--- src/rtl/mult_div_seq.sv ---
// mult_div_seq: sequential signed 32x32 multiplier / divider with HI/LO result registers.
// Multiply uses 32 shift-add steps and divide uses 32 restoring steps, one per cycle, on
// operand magnitudes. Sign correction is applied on the last step.
// Build option: define MULT_DIV_ZERO_FAST_EN to finish a divide-by-zero one cycle after it
// is accepted, instead of after the full 32-step run.
module mult_div_seq (
    input  logic        clk,
    input  logic        reset,
    input  logic        start,
    input  logic        op,
    input  logic [31:0] a,
    input  logic [31:0] b,
    output logic        busy,
    output logic        done,
    output logic        div_zero,
    output logic [31:0] hi,
    output logic [31:0] lo
);

    typedef enum logic [1:0] {StIdle, StMult, StDiv, StDone} state_e;

    state_e      state_q;
    logic [4:0]  cnt_q;
    // Shared datapath: multiply keeps {partial product, multiplier};
    // divide keeps {partial remainder, dividend/quotient}.
    logic [63:0] acc_q;
    logic [31:0] mag_b_q;
    logic        neg_a_q;
    logic        neg_b_q;
    logic        b_zero_q;
    logic        busy_q;
    logic        done_q;
    logic        div_zero_q;
    logic [31:0] hi_q;
    logic [31:0] lo_q;

    logic        accept;
    logic        last;
    logic [31:0] mag_a;
    logic [31:0] mag_b;
    logic [32:0] mul_sum;
    logic [63:0] mul_nxt;
    logic [32:0] div_shift;
    logic [32:0] div_diff;
    logic [63:0] div_nxt;
    logic [63:0] acc_nxt;
    logic [63:0] prod_signed;
    logic [31:0] quo_signed;
    logic [31:0] rem_signed;

    // Operand magnitudes, one iteration step of each algorithm, and sign-corrected results.
    always_comb begin
        accept    = start && ((state_q == StIdle) || (state_q == StDone));
        last      = (cnt_q == 5'd31);
        mag_a     = a[31] ? (~a + 32'd1) : a;
        mag_b     = b[31] ? (~b + 32'd1) : b;

        mul_sum   = {1'b0, acc_q[63:32]} + (acc_q[0] ? {1'b0, mag_b_q} : 33'd0);
        mul_nxt   = {mul_sum, acc_q[31:1]};

        // Remainder is always below the divisor, so the shifted value fits in 33 bits
        // and bit 32 of the difference is a clean borrow.
        div_shift = acc_q[63:31];
        div_diff  = div_shift - {1'b0, mag_b_q};
        div_nxt   = div_diff[32] ? {div_shift[31:0], acc_q[30:0], 1'b0}
                                 : {div_diff[31:0], acc_q[30:0], 1'b1};

        acc_nxt   = (state_q == StMult) ? mul_nxt : div_nxt;

        prod_signed = (neg_a_q ^ neg_b_q) ? (~acc_nxt + 64'd1) : acc_nxt;
        quo_signed  = (neg_a_q ^ neg_b_q) ? (~acc_nxt[31:0] + 32'd1) : acc_nxt[31:0];
        rem_signed  = neg_a_q ? (~acc_nxt[63:32] + 32'd1) : acc_nxt[63:32];
    end

    // Control FSM, iteration datapath and registered status/result outputs.
    always_ff @(posedge clk or negedge reset) begin
        if (!reset) begin
            state_q    <= StIdle;
            cnt_q      <= 5'd0;
            acc_q      <= 64'd0;
            mag_b_q    <= 32'd0;
            neg_a_q    <= 1'b0;
            neg_b_q    <= 1'b0;
            b_zero_q   <= 1'b0;
            busy_q     <= 1'b0;
            done_q     <= 1'b0;
            div_zero_q <= 1'b0;
            hi_q       <= 32'd0;
            lo_q       <= 32'd0;
        end else if (accept) begin
            neg_a_q    <= a[31];
            neg_b_q    <= b[31];
            mag_b_q    <= mag_b;
            acc_q      <= {32'd0, mag_a};
            cnt_q      <= 5'd0;
            b_zero_q   <= (b == 32'd0);
            busy_q     <= 1'b1;
            done_q     <= 1'b0;
            div_zero_q <= 1'b0;
            if (!op) begin
                state_q <= StMult;
            end
`ifdef MULT_DIV_ZERO_FAST_EN
            else if (b == 32'd0) begin
                state_q    <= StDone;
                busy_q     <= 1'b0;
                done_q     <= 1'b1;
                div_zero_q <= 1'b1;
            end
`endif
            else begin
                state_q <= StDiv;
            end
        end else begin
            case (state_q)
                StMult, StDiv: begin
                    acc_q <= acc_nxt;
                    cnt_q <= cnt_q + 5'd1;
                    if (last) begin
                        state_q <= StDone;
                        busy_q  <= 1'b0;
                        done_q  <= 1'b1;
                        if (state_q == StMult) begin
                            hi_q <= prod_signed[63:32];
                            lo_q <= prod_signed[31:0];
                        end else if (b_zero_q) begin
                            // Divide by zero: flag it and leave HI/LO untouched.
                            div_zero_q <= 1'b1;
                        end else begin
                            hi_q <= rem_signed;
                            lo_q <= quo_signed;
                        end
                    end
                end
                StDone: begin
                    state_q    <= StIdle;
                    done_q     <= 1'b0;
                    div_zero_q <= 1'b0;
                end
                default: begin
                    state_q <= StIdle;
                end
            endcase
        end
    end

    assign busy     = busy_q;
    assign done     = done_q;
    assign div_zero = div_zero_q;
    assign hi       = hi_q;
    assign lo       = lo_q;

endmodule

--- config.mk ---
export PLATFORM = sky130hd
export DESIGN_NAME = mult_div_seq
export DESIGN_NICKNAME = d
export VERILOG_FILES = /design/src/rtl/mult_div_seq.sv
export SDC_FILE = /design/constraint.sdc
export NUM_CORES = 1
export LEC_CHECK = 0
export CAP_MARGIN = 40
export CORE_ASPECT_RATIO = 0.8
export CORE_UTILIZATION = 55
export DETAILED_ROUTE_END_ITERATION = 8
export PLACE_DENSITY = 0.8
export SYNTH_ARGS = -nofsm -noshare
export SYNTH_HDL_FRONTEND = slang
export SYNTH_SLANG_ARGS = --single-unit
--- constraint.sdc ---
create_clock -name clk -period 8.1 [get_ports clk]
set_input_delay 1.215 -clock clk [delete_from_list [all_inputs] [get_ports clk]]
set_output_delay 1.215 -clock clk [all_outputs]
set_load 0.05 [all_outputs]
# --- After elaboration in Yosys (flattened, before gate mapping) ---
# Cells that the tools add are included.
classes:
  addsub: 8
  multipliers: 0
  div: 0
  n_lt_le_gt_ge: 0
  n_eq_ne: 8
  shifts: 0
  mux: 31
  bitwise_logic: 7
  reduce_logical: 12
op_table:
  columns: ["cell", "count"]
  rows:
  - ["$mux 64", 5]
  - ["$mux 32", 9]
  - ["$add 32x1->32 const B", 4]
  - ["$not 32->32", 4]
  - ["$add 64x1->64 const B", 1]
  - ["$not 64->64", 1]
  - ["$add 32x32->33", 1]
  - ["$sub 33x32->33", 1]
  - ["$logic_not 32->1", 1]
  - ["$mux 5", 2]
  - ["$mux 1", 9]
  - ["$ne 3x3->1 const B", 3]
  - ["$mux 2", 4]
  - ["$reduce_and 4->1", 2]
  - ["$add 5x1->5 const B", 1]
  - ["$eq 5x5->1 const B", 1]
  - ["$eq 2x2->1 const B", 2]
  - ["$pmux 1 s2", 2]
  - ["$reduce_and 2->1", 2]
  - ["$reduce_bool 2->1", 2]
  - ["$reduce_bool 3->1", 1]
  - ["$eq 2x1->1 const B", 1]
  - ["$logic_not 2->1", 1]
  - ["$ne 2x1->1 const B", 1]
  - ["5 further kinds", 5]
totals:
  register_bits: 173
  latch_bits: 0
  ramBits: 0
  romBits: 0
  in_bits: 68
  out_inout_bits: 67
  memories: 0

# --- Depth between registers and ports, before layout ---
depth:
  depth_word: 8
  depth_mapped: 27

# --- Least setup slack after synthesis ---
# OpenSTA, ideal clock, no wires.
synth_timing:
  path_type: "register to register"
  start: "reg acc_q[31]"
  end: "reg hi_q[14] (netlist: hi[14])"
  setup_time_ns: 0.134
  arrival_ns: 5.103
  path_slack_ns: 2.863
  stages_incl_launch_ff: 28
  path_cell_list: "dfrtp_1 -> inv_1 -> ha_1 -> inv_1 -> fa_1 -> a211oi_1 -> o31ai_2 -> o21ai_2 -> a311oi_4 -> or3_1 -> buf_4 -> a21oi_1 -> nor2_2 -> inv_2 -> ha_1 -> nand2_1 -> or3_1 -> or4_1 -> clkbuf_1 -> nor3_2 -> nand2b_1 -> nand2_1 -> o21ai_0 -> nand3_1 -> nor3_1 -> or2_2 -> xnor2_1 -> o21ai_0"
synth_between:
  elab_chain_len: 8
  elab_cells_between_ends: 11
  cone_classes: "add/sub: 3; mux: 6; bitwise: 2"
synth_lines:
  columns: ["item", "line", "text"]
  rows:
  - ["start, declared", "26", "logic [63:0] acc_q;"]
  - ["start signal, assigned", "94", "acc_q <= {32'd0, mag_a};"]
  - ["start signal, assigned", "117", "acc_q <= acc_nxt;"]
  - ["$sub 33x32->33", "64", "div_diff = div_shift - {1'b0, mag_b_q};"]
  - ["$mux 64", "65", "div_nxt = div_diff[32] ? {div_shift[31:0], acc_q[30:0], 1'b0}"]
  - ["$mux 64 (*)", "68", "acc_nxt = (state_q == StMult) ? mul_nxt : div_nxt;"]
  - ["$not 32->32", "72", "rem_signed = neg_a_q ? (~acc_nxt[63:32] + 32'd1) : acc_nxt[63:32];"]
  - ["$add 32x1->32", "72", null]
  - ["$mux 32", "72", null]
  - ["$mux 32", "126", "end else if (b_zero_q) begin"]
  - ["$mux 32 (*)", "123", "if (state_q == StMult) begin"]
  - ["end signal, assigned", "124", "hi_q <= prod_signed[63:32];"]
  - ["end signal, assigned", "130", "hi_q <= rem_signed;"]
  - ["end, declared", "34", "logic [31:0] hi_q;"]
# Every way passes the cells marked *; elsewhere a longest branch is shown, timed or not. The select of a mux whose other input is x is not followed.
# A chain may end at the register's enable or synchronous reset.

# --- Final worst setup path ---
layout_timing:
  start: "reg acc_q[31]"
  end: "reg hi_q[30] (netlist: hi[30])"
# Same word-level chain as after synthesis.

==> run_results.csv <==
group,metric,value,unit
status,status,"completed",
routing,drt-total-wl,50200,um
power,clockPowerShare,10.9,%
synth,synth_compound_area_share,26.5,%
synth,synth_edf_count,0,
setup_path,rr_worst_depth,25,
clocking,htree_levels,4,
timing,worst_pin_slew,0.971,ns
synth,synthFlopType,"dfrtp_1",
synth,synth.distinct_cells,90,
clocking,clkTransAtPathRegs,0.08,ns
routing,vias,14800,
floorplanning,die-area,0.0278,mm2
synth,seq_area_frac_synth,29.0,%
clocking,cts_buffers,17,
clocking,clk_latency,0.46,ns
routing,detail-route-antenna-nets,0,
clocking,cts_resized,0,
hold_path,min_from,"hi[6]",
global_route,grt_pass1_wl,77100,um
setup_path,path_delay_family,"simple AND/OR/NAND/NOR gates",
timing,finalSetupTns,0,ns
clocking,cts.sinks,173,
setup_path,reg2reg_slack,1.53,ns
timing,setup_viol,0,
global_route,grt_pass1_vias,13300,
setup_path,critPathRequiredTime,8.48,ns
synth,synth_top_family_by_area,"compound AO/OA/AOI/OAI gates",
placed_design,post_dp_cell_area,0.0165,mm2
routing,detail_route.iter0.violations,1731,
synth,synth_cells,1868,
placed_design,place_inst,2270,
clocking,cts_tree,"yes",
power,comb_power_share,71.8,%
timing,fin_worst_skew,0.0171,ns
setup_path,slowest_delay,0.71,ns
cells_and_area,layout.cells.non_filler,2302,
global_route,grtUsageTotal,36.6,%
synth,synthMuxAreaShare,3.23,%
hold_path,min_to,"hi[6]",
hold_path,hold_path.class,"reg2reg",
cells_and_area,fill_cells,2285,
clocking,cts-root-buf,"clkbuf_16",
timing,hold_ws,0.477,ns
power,ir_drop,0.335,mV
synth,ys_ff_latch,173,
cells_and_area,design_area,0.0171,mm2
setup_path,cp.arrival,6.95,ns
synth,synth_fp_nets,2010,
setup_path,crit_type,"reg2reg",
cells_and_area,final_common_cell,"nand2_1",
timing,min_period,6.57,ns
clocking,hold_buffers,0,
floorplanning,ios,135,
setup_path,crit_fanout,18,
power,power.share.sequential,17.3,%
cells_and_area,layout_common_cells,"nand2_1, o21ai_0, dfrtp_1, clkdlybuf4s50_1, a21oi_1",
power,p_sw_share,56.4,%
power,internal_power,0.00354,W
synth,syn_area_per_cell,8.00,um2
power,p_switching,0.00457,W
floorplanning,initial_core_util,56.5,%
setup_path,start_kind,"register",
job,drv_cap,0,
power,p_leak,7.16,nW
power,p_total,0.00811,W
global_route,grt_overflow,0,
floorplanning,core,0.0265,mm2
setup_path,end_kind,"register",
floorplanning,dieWidth,186,um
cells_and_area,area_delta_synth_final,14.7,%
routing,drc,0,
synth,yosysWarnings,0,
routing,wire_per_inst,21.8,um
timing,finalCritPeriodShare,81.1,%
timing,max_freq,152,MHz
global_route,grt_max_degree,93,
timing,grt_setup_unrepaired,"no",
synth,netlist_area,0.0149,mm2
clocking,postCtsSetupRepairBufs,0,
cells_and_area,diodes,0,
synth,yosys.area_share.simple,20.2,%
timing,maxSlewViolCount,0,
timing,hold_viol,0,
floorplanning,fp-row-count,53,
routing,viasPerCell,6.43,
global_route,antenna_found_initial,1,
setup_path,r2r_end,"hi[30]",
synth,synthArstFlopShare,100,%
power,p_per_area,473,mW/mm2
cells_and_area,final_layout_size_suffix_gt1_share,5.76,%
setup_path,crit_buf_inv,3,
timing,slew_headroom,34.9,%
synth,synth-xor-area-share,9.85,%
cells_and_area,num-nets-final,2074,
placed_design,gp_congestion,1.01,
setup_path,critPathSlowestCell,"or3_1",
hold_path,holdPathStages,2,
clocking,max-clock-path-buffers,2,
setup_path,rr_startpoint,"acc_q[31]",
placed_design,io_buffers,134,
floorplanning,die_h,149,um
placed_design,hpwl,39300,um
synth,synth_fa_ha_area_share,6.30,%
routing,dr.pass1.iters,8,
## worst register-to-register path: cells and delay by family (launching register included)
family / cells / cell delay (ns)
XOR/XNOR: 1 / 0.17
buffers and inverters: 3 / 0.22
adder cells (fa/ha/maj): 3 / 0.75
AND/OR/NAND/NOR: 10 / 3.08
AO/OA/AOI/OAI: 8 / 1.82
flip-flops: 1 / 0.44
## synthesized netlist by cell type, drive strengths merged, types with 8 or more instances
cell / count / share of area (%)
a2111oi: 9 / 0.61
a31oi: 30 / 1.4
buf: 35 / 1.3
o21ai: 207 / 7.0
clkbuf: 76 / 1.9
a211oi: 16 / 0.89
nor3: 49 / 1.7
nand3: 35 / 1.2
nor4: 8 / 0.42
nand2b: 15 / 0.63
mux2i: 37 / 2.5
a21boi: 11 / 0.55
inv: 65 / 1.6
nand4: 16 / 0.67
o31ai: 30 / 1.9
o211ai: 47 / 2.4
or4: 18 / 0.93
a21oi: 108 / 3.6
o22ai: 33 / 1.4
mux2: 10 / 0.75
and3: 10 / 0.42
a211o: 8 / 0.47
or3: 27 / 1.1
a21o: 30 / 1.5
nor3b: 9 / 0.49
dfrtp: 173 / 29
nand2: 277 / 7.0
nor2: 83 / 2.1
nor2b: 10 / 0.42
xor2: 104 / 6.1
xnor2: 64 / 3.8
and2: 41 / 1.7
ha: 72 / 6.0
## routing by layer
metal / up-vias / part of all wire, % / GRT usage (%)
met5: - / 0.026 / 0
met4: 2 / 1.6 / 8.07
met3: 70 / 12 / 10.4
met2: 822 / 40 / 49.9
met1: 6986 / 46 / 56.1
li1: 6920 / - / -
## state kept, by name, summed over array words and instances, names as in the netlist
signal,cells
done,1
neg_a_q,1
cnt_q,5
acc_q,64
hi,32
div_zero,1
b_zero_q,1
lo,32
busy,1
state_q,2
mag_b_q,32
neg_b_q,1
## worst max path at each step
stage	startpoint	cells after the start	to	slack [ns]
floorplan	acc_q[31]	27	hi[14]	2.86
global placement	acc_q[31]	25	hi[22]	1.99
detailed placement	acc_q[31]	25	hi[30]	1.69
CTS	acc_q[31]	25	hi[22]	1.65
global route	acc_q[31]	25	hi[26]	1.02
finish	acc_q[31]	25	hi[30]	1.53
## area by class of cell
class	count	area (um2)	area share [%]
clock buffer	17	425	2.48
timing repair buffer	156	1580	9.22
multi-input combinational	1519	9920	57.9
clock inverter	15	190	1.11
tap	357	447	2.61
sequential	173	4330	25.3
inverter	65	244	1.42
## cell families after synthesis
| group | count (synthesis) |
|---|---|
| muxes | 47 |
| xor gates and xnor gates | 168 |
| AOI/OAI and AO/OA | 608 |
| adders and majority gates | 74 |
| and+or+nand+nor | 622 |
| buffers and inverters | 176 |
| DFF | 173 |
## stage by stage
stage	utilization, %	worst slack (ns)
final	64.8	1.53
after floorplan	-	2.86
after global placement	61.9	1.99
after CTS	64.8	1.65
after detailed placement	62.4	1.69
after global routing	64.8	1.02
## power by group through the flow
stage | Combinational [W] | Clock [W] | Sequential [W]
global route | 0.00625 | 0.000914 | 0.00143
detailed placement | 0.00561 | 0 | 0.00140
floorplan | 0.00406 | 0 | 0.00127
CTS | 0.00564 | 0.000884 | 0.00138
finish | 0.00583 | 0.000881 | 0.00140
global placement | 0.00556 | 0 | 0.00138
Power figures use the tool's default switching activity.
